<file path="config.mk">
export PLATFORM = sky130hd
export DESIGN_NAME = bft_leaf_intf
export DESIGN_NICKNAME = d
export VERILOG_FILES = /design/src/rtl/bft_leaf_intf.sv
export SDC_FILE = /design/constraint.sdc
export NUM_CORES = 1
export LEC_CHECK = 0
export BUFFER_PORTS_ARGS = -buffer_cell sky130_fd_sc_hd__buf_2
export CORE_MARGIN = 2
export CORE_UTILIZATION = 50
export DETAILED_ROUTE_END_ITERATION = 16
export PLACE_DENSITY = 0.7
export SKIP_LAST_GASP = 1
export SLEW_MARGIN = 20
export SYNTH_ARGS = -nofsm -noshare
export SYNTH_HDL_FRONTEND = slang
export SYNTH_SLANG_ARGS = --single-unit
</file>
<file path="constraint.sdc">
create_clock -name clk -period 7.42 [get_ports clk]
set_clock_uncertainty 0.05 [all_clocks]
set_input_delay 1.484 -clock clk [delete_from_list [all_inputs] [get_ports clk]]
set_output_delay 1.484 -clock clk [all_outputs]
set_load 0.03 [all_outputs]
</file>
<file path="src/rtl/bft_leaf_intf.sv">
// ---------------------------------------------------------------------------
// bft_leaf_intf
//   Leaf-side adapter between one PE and one leaf port of an 8-leaf
//   butterfly-fat-tree network.
//
//   TX: PE beats {dest, payload} go into a small FIFO. An output register
//       then presents them on dout_leaf as {valid, dest, payload}. While the
//       network raises resend, the packet on dout_leaf is held and each such
//       cycle is counted in tx_retry_cnt (the counter saturates).
//   RX: valid packets on din_leaf go into a small FIFO and are handed to the
//       PE with valid/ready. The network is never back-pressured, so a
//       packet that arrives while the FIFO is full (and nothing pops) is
//       dropped, and the sticky rx_overflow flag is set.
//
// Ports
//   clk, reset                 clock, asynchronous active-low reset
//   s_valid/s_ready            PE TX handshake
//   s_dest, s_payload          PE TX beat
//   dout_leaf                  packet to network, MSB = valid
//   resend                     network rejected dout_leaf this cycle
//   din_leaf                   packet from network, MSB = valid
//   m_valid/m_ready, m_payload PE RX handshake and data
//   rx_overflow                sticky RX drop flag
//   tx_retry_cnt               saturating count of rejected send cycles
//   clear_stats                synchronous clear of rx_overflow/tx_retry_cnt
// ---------------------------------------------------------------------------

// ---------------------------------------------------------------------------
// bft_leaf_fifo
//   Register-array FIFO with combinational head read. Each pointer carries
//   one extra wrap bit, so count = wr_ptr - rd_ptr tells full from empty.
//   The caller guards push/pop. When the FIFO is full, a push is legal only
//   together with a pop: the head is read before the edge, and the slot is
//   overwritten at the edge.
//
// Ports
//   clk, reset   clock, asynchronous active-low reset
//   push, wdata  write enable and data
//   pop, rdata   read enable and head data
//   count        occupancy, 0..DEPTH
// ---------------------------------------------------------------------------
module bft_leaf_fifo #(
    parameter int W     = 8,
    parameter int DEPTH = 4    // power of 2, >= 2
) (
    input  logic                     clk,
    input  logic                     reset,
    input  logic                     push,
    input  logic                     pop,
    input  logic [W-1:0]             wdata,
    output logic [W-1:0]             rdata,
    output logic [$clog2(DEPTH):0]   count
);
    localparam int AW = $clog2(DEPTH);

    logic [W-1:0] mem [DEPTH];
    logic [AW:0]  wr_ptr;
    logic [AW:0]  rd_ptr;

    always_ff @(posedge clk or negedge reset) begin
        if (!reset) begin
            wr_ptr <= '0;
            rd_ptr <= '0;
        end else begin
            if (push) wr_ptr <= wr_ptr + 1'b1;
            if (pop)  rd_ptr <= rd_ptr + 1'b1;
        end
    end

    // Storage needs no reset: it is only ever observed through count.
    always_ff @(posedge clk) begin
        if (push) mem[wr_ptr[AW-1:0]] <= wdata;
    end

    assign rdata = mem[rd_ptr[AW-1:0]];
    assign count = wr_ptr - rd_ptr;
endmodule

module bft_leaf_intf #(
    parameter int PAYLOAD_SZ = 45,
    parameter int ADDR_SZ    = 3,
    parameter int P_SZ       = 1 + ADDR_SZ + PAYLOAD_SZ,
    parameter int TX_DEPTH   = 4,
    parameter int RX_DEPTH   = 4,
    parameter int CNT_W      = 16
) (
    input  logic                  clk,
    input  logic                  reset,
    input  logic                  s_valid,
    output logic                  s_ready,
    input  logic [ADDR_SZ-1:0]    s_dest,
    input  logic [PAYLOAD_SZ-1:0] s_payload,
    output logic [P_SZ-1:0]       dout_leaf,
    input  logic                  resend,
    input  logic [P_SZ-1:0]       din_leaf,
    output logic                  m_valid,
    input  logic                  m_ready,
    output logic [PAYLOAD_SZ-1:0] m_payload,
    output logic                  rx_overflow,
    output logic [CNT_W-1:0]      tx_retry_cnt,
    input  logic                  clear_stats
);
    localparam int TX_AW = $clog2(TX_DEPTH);
    localparam int RX_AW = $clog2(RX_DEPTH);

    typedef struct packed {
        logic [ADDR_SZ-1:0]    dest;
        logic [PAYLOAD_SZ-1:0] payload;
    } tx_beat_t;

    typedef enum logic {IDLE, SEND} out_state_t;

    // ------------------------------------------------------------------
    // TX FIFO
    // ------------------------------------------------------------------
    tx_beat_t       tx_wbeat;
    tx_beat_t       tx_head;
    logic [TX_AW:0] tx_count;
    logic           tx_push;
    logic           tx_pop;
    logic           tx_nonempty;
    out_state_t     state;

    assign tx_wbeat    = '{dest: s_dest, payload: s_payload};
    // s_ready comes only from the registered count. When the FIFO is full,
    // a same-cycle pop frees a slot that becomes visible one cycle later.
    assign s_ready     = (tx_count != (TX_AW+1)'(TX_DEPTH));
    assign tx_push     = s_valid & s_ready;
    assign tx_nonempty = (tx_count != '0);
    // The head moves into OUT when OUT is empty, or when the packet in OUT
    // is consumed this edge (SEND without resend).
    assign tx_pop      = tx_nonempty & ((state == IDLE) | ~resend);

    bft_leaf_fifo #(
        .W     ($bits(tx_beat_t)),
        .DEPTH (TX_DEPTH)
    ) u_tx_fifo (
        .clk   (clk),
        .reset (reset),
        .push  (tx_push),
        .pop   (tx_pop),
        .wdata (tx_wbeat),
        .rdata (tx_head),
        .count (tx_count)
    );

    // ------------------------------------------------------------------
    // TX output register. dout_leaf is driven straight from this register.
    // resend has meaning only in SEND, where the packet on the wire is held.
    // ------------------------------------------------------------------
    always_ff @(posedge clk or negedge reset) begin
        if (!reset) begin
            state     <= IDLE;
            dout_leaf <= '0;
        end else begin
            case (state)
                IDLE: begin
                    if (tx_nonempty) begin
                        dout_leaf <= {1'b1, tx_head};
                        state     <= SEND;
                    end
                end
                SEND: begin
                    if (!resend) begin
                        if (tx_nonempty) begin
                            dout_leaf <= {1'b1, tx_head};   // back-to-back
                        end else begin
                            dout_leaf <= '0;
                            state     <= IDLE;
                        end
                    end
                end
                default: begin
                    state     <= IDLE;
                    dout_leaf <= '0;
                end
            endcase
        end
    end

    // ------------------------------------------------------------------
    // RX FIFO. The address field of din_leaf is not needed at the leaf.
    // ------------------------------------------------------------------
    logic                  rx_in_vld;
    logic                  rx_full;
    logic                  rx_push;
    logic                  rx_pop;
    logic                  rx_drop;
    logic [RX_AW:0]        rx_count;
    logic [PAYLOAD_SZ-1:0] rx_head;
    logic                  unused_rx_addr;

    assign rx_in_vld      = din_leaf[P_SZ-1];
    assign unused_rx_addr = ^din_leaf[P_SZ-2:PAYLOAD_SZ];
    assign rx_full        = (rx_count == (RX_AW+1)'(RX_DEPTH));
    assign m_valid        = (rx_count != '0);
    assign m_payload      = rx_head;
    assign rx_pop         = m_valid & m_ready;
    // A pop in the same cycle makes room, even when the FIFO is full.
    assign rx_push        = rx_in_vld & (~rx_full | rx_pop);
    assign rx_drop        = rx_in_vld & rx_full & ~rx_pop;

    bft_leaf_fifo #(
        .W     (PAYLOAD_SZ),
        .DEPTH (RX_DEPTH)
    ) u_rx_fifo (
        .clk   (clk),
        .reset (reset),
        .push  (rx_push),
        .pop   (rx_pop),
        .wdata (din_leaf[PAYLOAD_SZ-1:0]),
        .rdata (rx_head),
        .count (rx_count)
    );

    // ------------------------------------------------------------------
    // Statistics. If clear_stats and an update land on the same edge,
    // the clear wins.
    // ------------------------------------------------------------------
    always_ff @(posedge clk or negedge reset) begin
        if (!reset) begin
            tx_retry_cnt <= '0;
            rx_overflow  <= 1'b0;
        end else if (clear_stats) begin
            tx_retry_cnt <= '0;
            rx_overflow  <= 1'b0;
        end else begin
            if ((state == SEND) && resend && (tx_retry_cnt != '1))
                tx_retry_cnt <= tx_retry_cnt + 1'b1;
            if (rx_drop)
                rx_overflow <= 1'b1;
        end
    end
endmodule

</file>
# Yosys cells after proc, flatten, opt, wreduce, memory -nomap -nowiden
# Memories as Yosys holds them, arrays and structs flattened.
# Index checks and enable logic that the tools add are counted.
classes:
  addsub: 7
  eq_ne: 5
  muxes: 15
  bitwise_logic: 12
  reduce_logical: 7
ops:
  columns: ["op", "count"]
  rows:
  - ["49-bit two-way mux", 3]
  - ["49-bit one-hot mux with 2 select lines", 1]
  - ["16-bit two-way mux", 2]
  - ["16-bit by 1-bit adder with 16-bit output (second input constant)", 1]
  - ["16-bit != test (second input constant)", 1]
  - ["3-bit by 1-bit adder with 3-bit output (second input constant)", 4]
  - ["1-bit two-way mux", 8]
  - ["1-bit AND", 6]
  - ["3-bit nonzero test", 2]
  - ["3-bit subtractor", 2]
  - ["2-bit != test (second input constant)", 2]
  - ["1-bit NOT", 4]
  - ["2-bit nonzero test", 2]
  - ["3-bit equality test (second input constant)", 1]
  - ["3-bit != test (second input constant)", 1]
  - ["1-bit logical AND", 2]
  - ["1-bit OR", 2]
  - ["1-bit one-hot mux with 2 select lines", 1]
  - ["2-bit AND reduction", 1]
totals:
  ff_bits: 79
  ramBits: 372
  input_bits: 103
  output_inout_bits: 113
  word_cells: 56
  n_memories: 2
memory_table:
  columns: ["name", "words", "word_bits", "rd", "rd_ports_with_merged_regs", "write_ports", "line", "text"]
  rows:
  - ["u_tx_fifo.mem", 4, 48, 1, 0, 1, "56", "logic [W-1:0] mem [DEPTH];"]
  - ["u_rx_fifo.mem", 4, 45, 1, 0, 1, "56", null]

# Longest topological paths before layout
logic_depth:
  word_depth: 7
  depth_mapped: 11
  ltp_nobuf: 7

# Hierarchy
# Synthesis repeated with hierarchy kept, for this count alone.
unflattened:
  cells_unflattened: 779
  hier_area_um2: 17126.4
by_module_without_submodules:
  columns: ["mod", "instances", "cells_per_inst", "area_each_um2", "seq_area_each_um2"]
  rows:
  - ["bft_leaf_fifo at u_tx_fifo", 1, 282, 7310.8, 5915.7]
  - ["bft_leaf_fifo at u_rx_fifo", 1, 266, 6919.1, 5555.3]
  - ["bft_leaf_intf", 1, 231, 2896.5, 1676.6]

# Worst setup path after synthesis
# No wires, ideal clock.
synth_timing:
  path_type: "input port to flip-flop"
  from: "input port s_valid"
  to: "memory u_tx_fifo.mem[3][0] (netlist bit), enable pin"
  setup_time_ns: 0.412
  t_arrival_ns: 3.048
  required_ns: 6.958
  path_slack_ns: 3.910
  path_stages: 2
  n_path_buf: 0
  cell_sequence: "a21boi_1 -> and2_1"
synth_via:
  elab_chain_len: 3
synth_rtl:
  columns: ["item", "line", "text"]
  rows:
  - ["start, declared", "89", "input logic s_valid,"]
  - ["1-bit AND", "128", "assign tx_push = s_valid & s_ready;"]
  - ["1-bit two-way mux", "72", "if (push) mem[wr_ptr[AW-1:0]] <= wdata;"]
  - ["1-bit two-way mux (not written as such)", "72", null]
  - ["end, declared", "56", null]
# No other way between the ends.

# Worst setup path in the final report
layout_timing:
  from: "register u_rx_fifo.rd_ptr[0]"
  to: "output port m_payload[27]"
layout_via:
  elab_chain_len: 1
layout_rtl:
  columns: ["item", "line", "text"]
  rows:
  - ["start, declared", "58", "logic [AW:0] rd_ptr;"]
  - ["start signal, assigned", "66", "if (pop) rd_ptr <= rd_ptr + 1'b1;"]
  - ["memory read 4 x 45 bit", null, null]
  - ["end, declared", "98", "output logic [PAYLOAD_SZ-1:0] m_payload,"]
# No other way between the ends.

==> flow_metrics.tcl <==
set metrics [dict create \
    status "completed" \
    antenna_found_initial 4 \
    maxCapViolations 0 \
    min_path_type "flip-flop to flip-flop" \
    setup_viol 0 \
    post_cts_resized 0 \
    drcViolationCount 0 \
    initial_core_util_pct 50.3 \
    synth_area_um2 17800 \
    yosys-top-cells-count "edfxtp_1, nand2_1, mux4_2" \
    path_clk_slew_ns 0.06 \
    end_kind "output pin" \
    tns_ns 0 \
    grt_pass1_wl_mm 54.0 \
    worstSetupStartpointType "flip-flop" \
    synth_seq_area_share_pct 74.0 \
    syn_nets 1046 \
    fmax_ghz 0.232 \
    ir_worst_vdd_uv 272 \
    critical_path_class "flip-flop to output pin" \
    place.gp.congestion 0.715 \
    ff2ff_setup_slack_ns 3.86 \
    critPathLaunch "u_rx_fifo.rd_ptr[0]$_DFFE_PN0P_" \
    die_area_um2 37000 \
    design.core.area_um2 35300 \
    initialDrtViolationCount 514 \
    power_density_nw_per_um2 450 \
    seq_area_um2 13200 \
    die_x_um 192 \
    io_buffers 212 \
    synth_area_leader_cell "edfxtp_1" \
    htreeDepth 2 \
    worst_slew_pin_slew_ns 0.863 \
    area_growth_pct 17.5 \
    clock_tree.buffer_depth 3 \
    rows 69 \
    endpoint "m_payload[27]" \
    ys_ff_latch 451 \
    cp_num_cells 3 \
    synth_flop_cell "edfxtp_1" \
    yosys-top-cells-area "edfxtp_1, mux4_2, dfrtp_1" \
    critPathMaxStageDelay_ns 0.76 \
    slew_headroom_pct 42.5 \
    whs_ns 0.453 \
    clock_sinks 451 \
    grt_overflow 0 \
    cts_tree "built" \
    reg2regPathDepth 9 \
    synth_top_area_share_pct 62.9 \
    path_cells "buf_4 -> mux4_2 -> buf_2" \
    syn_inst 928 \
    grt_max_degree 63 \
    die_h_um 192 \
    cp.required_ns 5.89 \
    grt_pass1_vias 9599 \
    r2r_end "dout_leaf[12]$_DFFE_PN0P_" \
    holdPathStages 1 \
    slew_viol_final 0 \
    crit_family "buffers and inverters" \
    multi_input_area_um2 4340 \
    drive_above_1_share_pct 35.6 \
    post-cts-setup-buffers 0 \
    nets 1270 \
    critical_path.max_fanout 30 \
    rsz0062_at_grt "false" \
    final_cell_count_no_fill 1656 \
    avgSynthCellArea_um2 19.1 \
    synth_edf_count 372 \
    routed_wl_mm 35.3 \
    p_leak_nw 7.88 \
    min_period_ns 4.31 \
    synth_most_common_cell "edfxtp_1" \
    synth_warnings 0 \
    vias 9213 \
    viasPerCell 5.56 \
    hold_viol 0 \
    clk_latency_ns 0.58 \
    cts_buffers 46 \
    dp_cells 1565 \
    grt_util_all_layers_pct 19.5 \
    cts_root_buf "clkbuf_16" \
    synthDistinctLibCells 41 \
    ys_async_sr_fraction_pct 17.5 \
    fin_util_pct 59.1 \
    ios 216 \
    crit_buf_inv 2 \
    final.fill_count 2586 \
    crit_slowest_cell "dfrtp_2" \
    arrival_ns 2.77 \
    dp_hpwl_mm 20.6 \
    postRouteAntennaNets 0 \
    worstReg2RegStart "u_tx_fifo.rd_ptr[1]$_DFFE_PN0P_" \
    finalCritPeriodShare_pct 58.0 \
    firstDrtPassIters 5 \
    holdBufCountCts 0 \
    routedWlPerCell_um 21.3 \
]
-- final cells by class --
cell class / instances / share of cell area, %
sequential: 451 / 63.1
multi-input combinational: 418 / 20.8
clock buffer: 58 / 6.07
timing repair buffer: 229 / 5.73
tap: 461 / 2.76
clock inverter: 28 / 1.39
inverter: 6 / 0.108
antenna: 5 / 0.0600
-- worst register-to-register path, delay by kind of cell, from the launching register on --
| kind | cells | cell delay [ns] |
|---|---|---|
| adder cells (fa/ha/maj) | 1 | 0.23 |
| multiplexers | 1 | 0.30 |
| buffers and inverters | 3 | 1.50 |
| flip-flops | 1 | 0.33 |
| AO/OA/AOI/OAI | 1 | 0.16 |
| AND/OR/NAND/NOR | 2 | 0.68 |
| XOR/XNOR | 1 | 0.14 |
-- layout by cell type (no fill, tap or decap), drive strengths merged, types with 7 or more instances in the layout --
master  netlist  layout
xnor2        15      15
clkbuf       30      58
a21oi         8       8
edfxtp      372     372
nor2         16      16
dfrtp        79      79
and2         10      10
xor2          7       7
clkinv        0      21
inv           6       7
ha           15      15
o221ai       48      48
mux4         93      93
mux2i        49      49
buf          23     229
o21ai         7       7
nand2       110     110
-- power breakdown --
group | internal (mW) | switching, mW | total [mW]
combinational | 1.28 | 2.08 | 3.35
clock | 1.39 | 0.948 | 2.34
sequential | 3.44 | 0.257 | 3.70
-- layer usage --
metal | track usage, % | part of all wire, % | vias up
met1 | 24.5 | 40 | 4716
met4 | 6.75 | 1.9 | 2
met3 | 5.22 | 7.6 | 49
li1 | - | - | 4189
met2 | 32.8 | 50 | 257
met5 | 0 | 0.031 | -
-- cell families after synthesis --
family / after synthesis / share of synthesized area [%]
DFF: 451 / 74.0
and+or+nand+nor: 168 / 4.41
muxes: 144 / 14.7
AOI/OAI and AO/OA: 69 / 3.08
buffers and inverters: 59 / 1.57
xor gates and xnor gates: 22 / 1.17
adders and majority gates: 15 / 1.06
-- state kept, by name, summed over array words and instances, names as in the netlist --
register	flops
tx_retry_cnt	16
rx_overflow	1
u_rx_fifo.rd_ptr	3
u_tx_fifo.wr_ptr	3
u_rx_fifo.wr_ptr	3
dout_leaf	49
u_tx_fifo.rd_ptr	3
u_tx_fifo.mem	192
state	1
u_rx_fifo.mem	180
-- how the worst min path moves through the flow --
stage / endpoint / slack, ns / from
detailed placement: u_rx_fifo.wr_ptr[2]$_DFFE_PN0P_ / 0.43 / u_rx_fifo.wr_ptr[2]$_DFFE_PN0P_
global placement: u_rx_fifo.wr_ptr[2]$_DFFE_PN0P_ / 0.42 / u_rx_fifo.wr_ptr[2]$_DFFE_PN0P_
CTS: u_rx_fifo.wr_ptr[2]$_DFFE_PN0P_ / 0.44 / u_rx_fifo.wr_ptr[2]$_DFFE_PN0P_
finish: u_rx_fifo.wr_ptr[2]$_DFFE_PN0P_ / 0.45 / u_rx_fifo.wr_ptr[2]$_DFFE_PN0P_
floorplan: u_rx_fifo.wr_ptr[2]$_DFFE_PN0P_ / 0.41 / u_rx_fifo.wr_ptr[2]$_DFFE_PN0P_
global route: u_rx_fifo.wr_ptr[2]$_DFFE_PN0P_ / 0.46 / u_rx_fifo.wr_ptr[2]$_DFFE_PN0P_
-- per-stage QoR --
step | total power, mW | instance area [um2] | worst slack, ns
after global routing | 9.90 | 20900 | 2.88
after global placement | 7.04 | 19300 | 3.61
after detailed placement | 7.16 | 19300 | 3.60
final | 9.39 | 20900 | 3.11
after floorplan | 6.28 | 17800 | 3.91
after CTS | 9.51 | 20800 | 2.98
(Power assumes the default switching activity.)
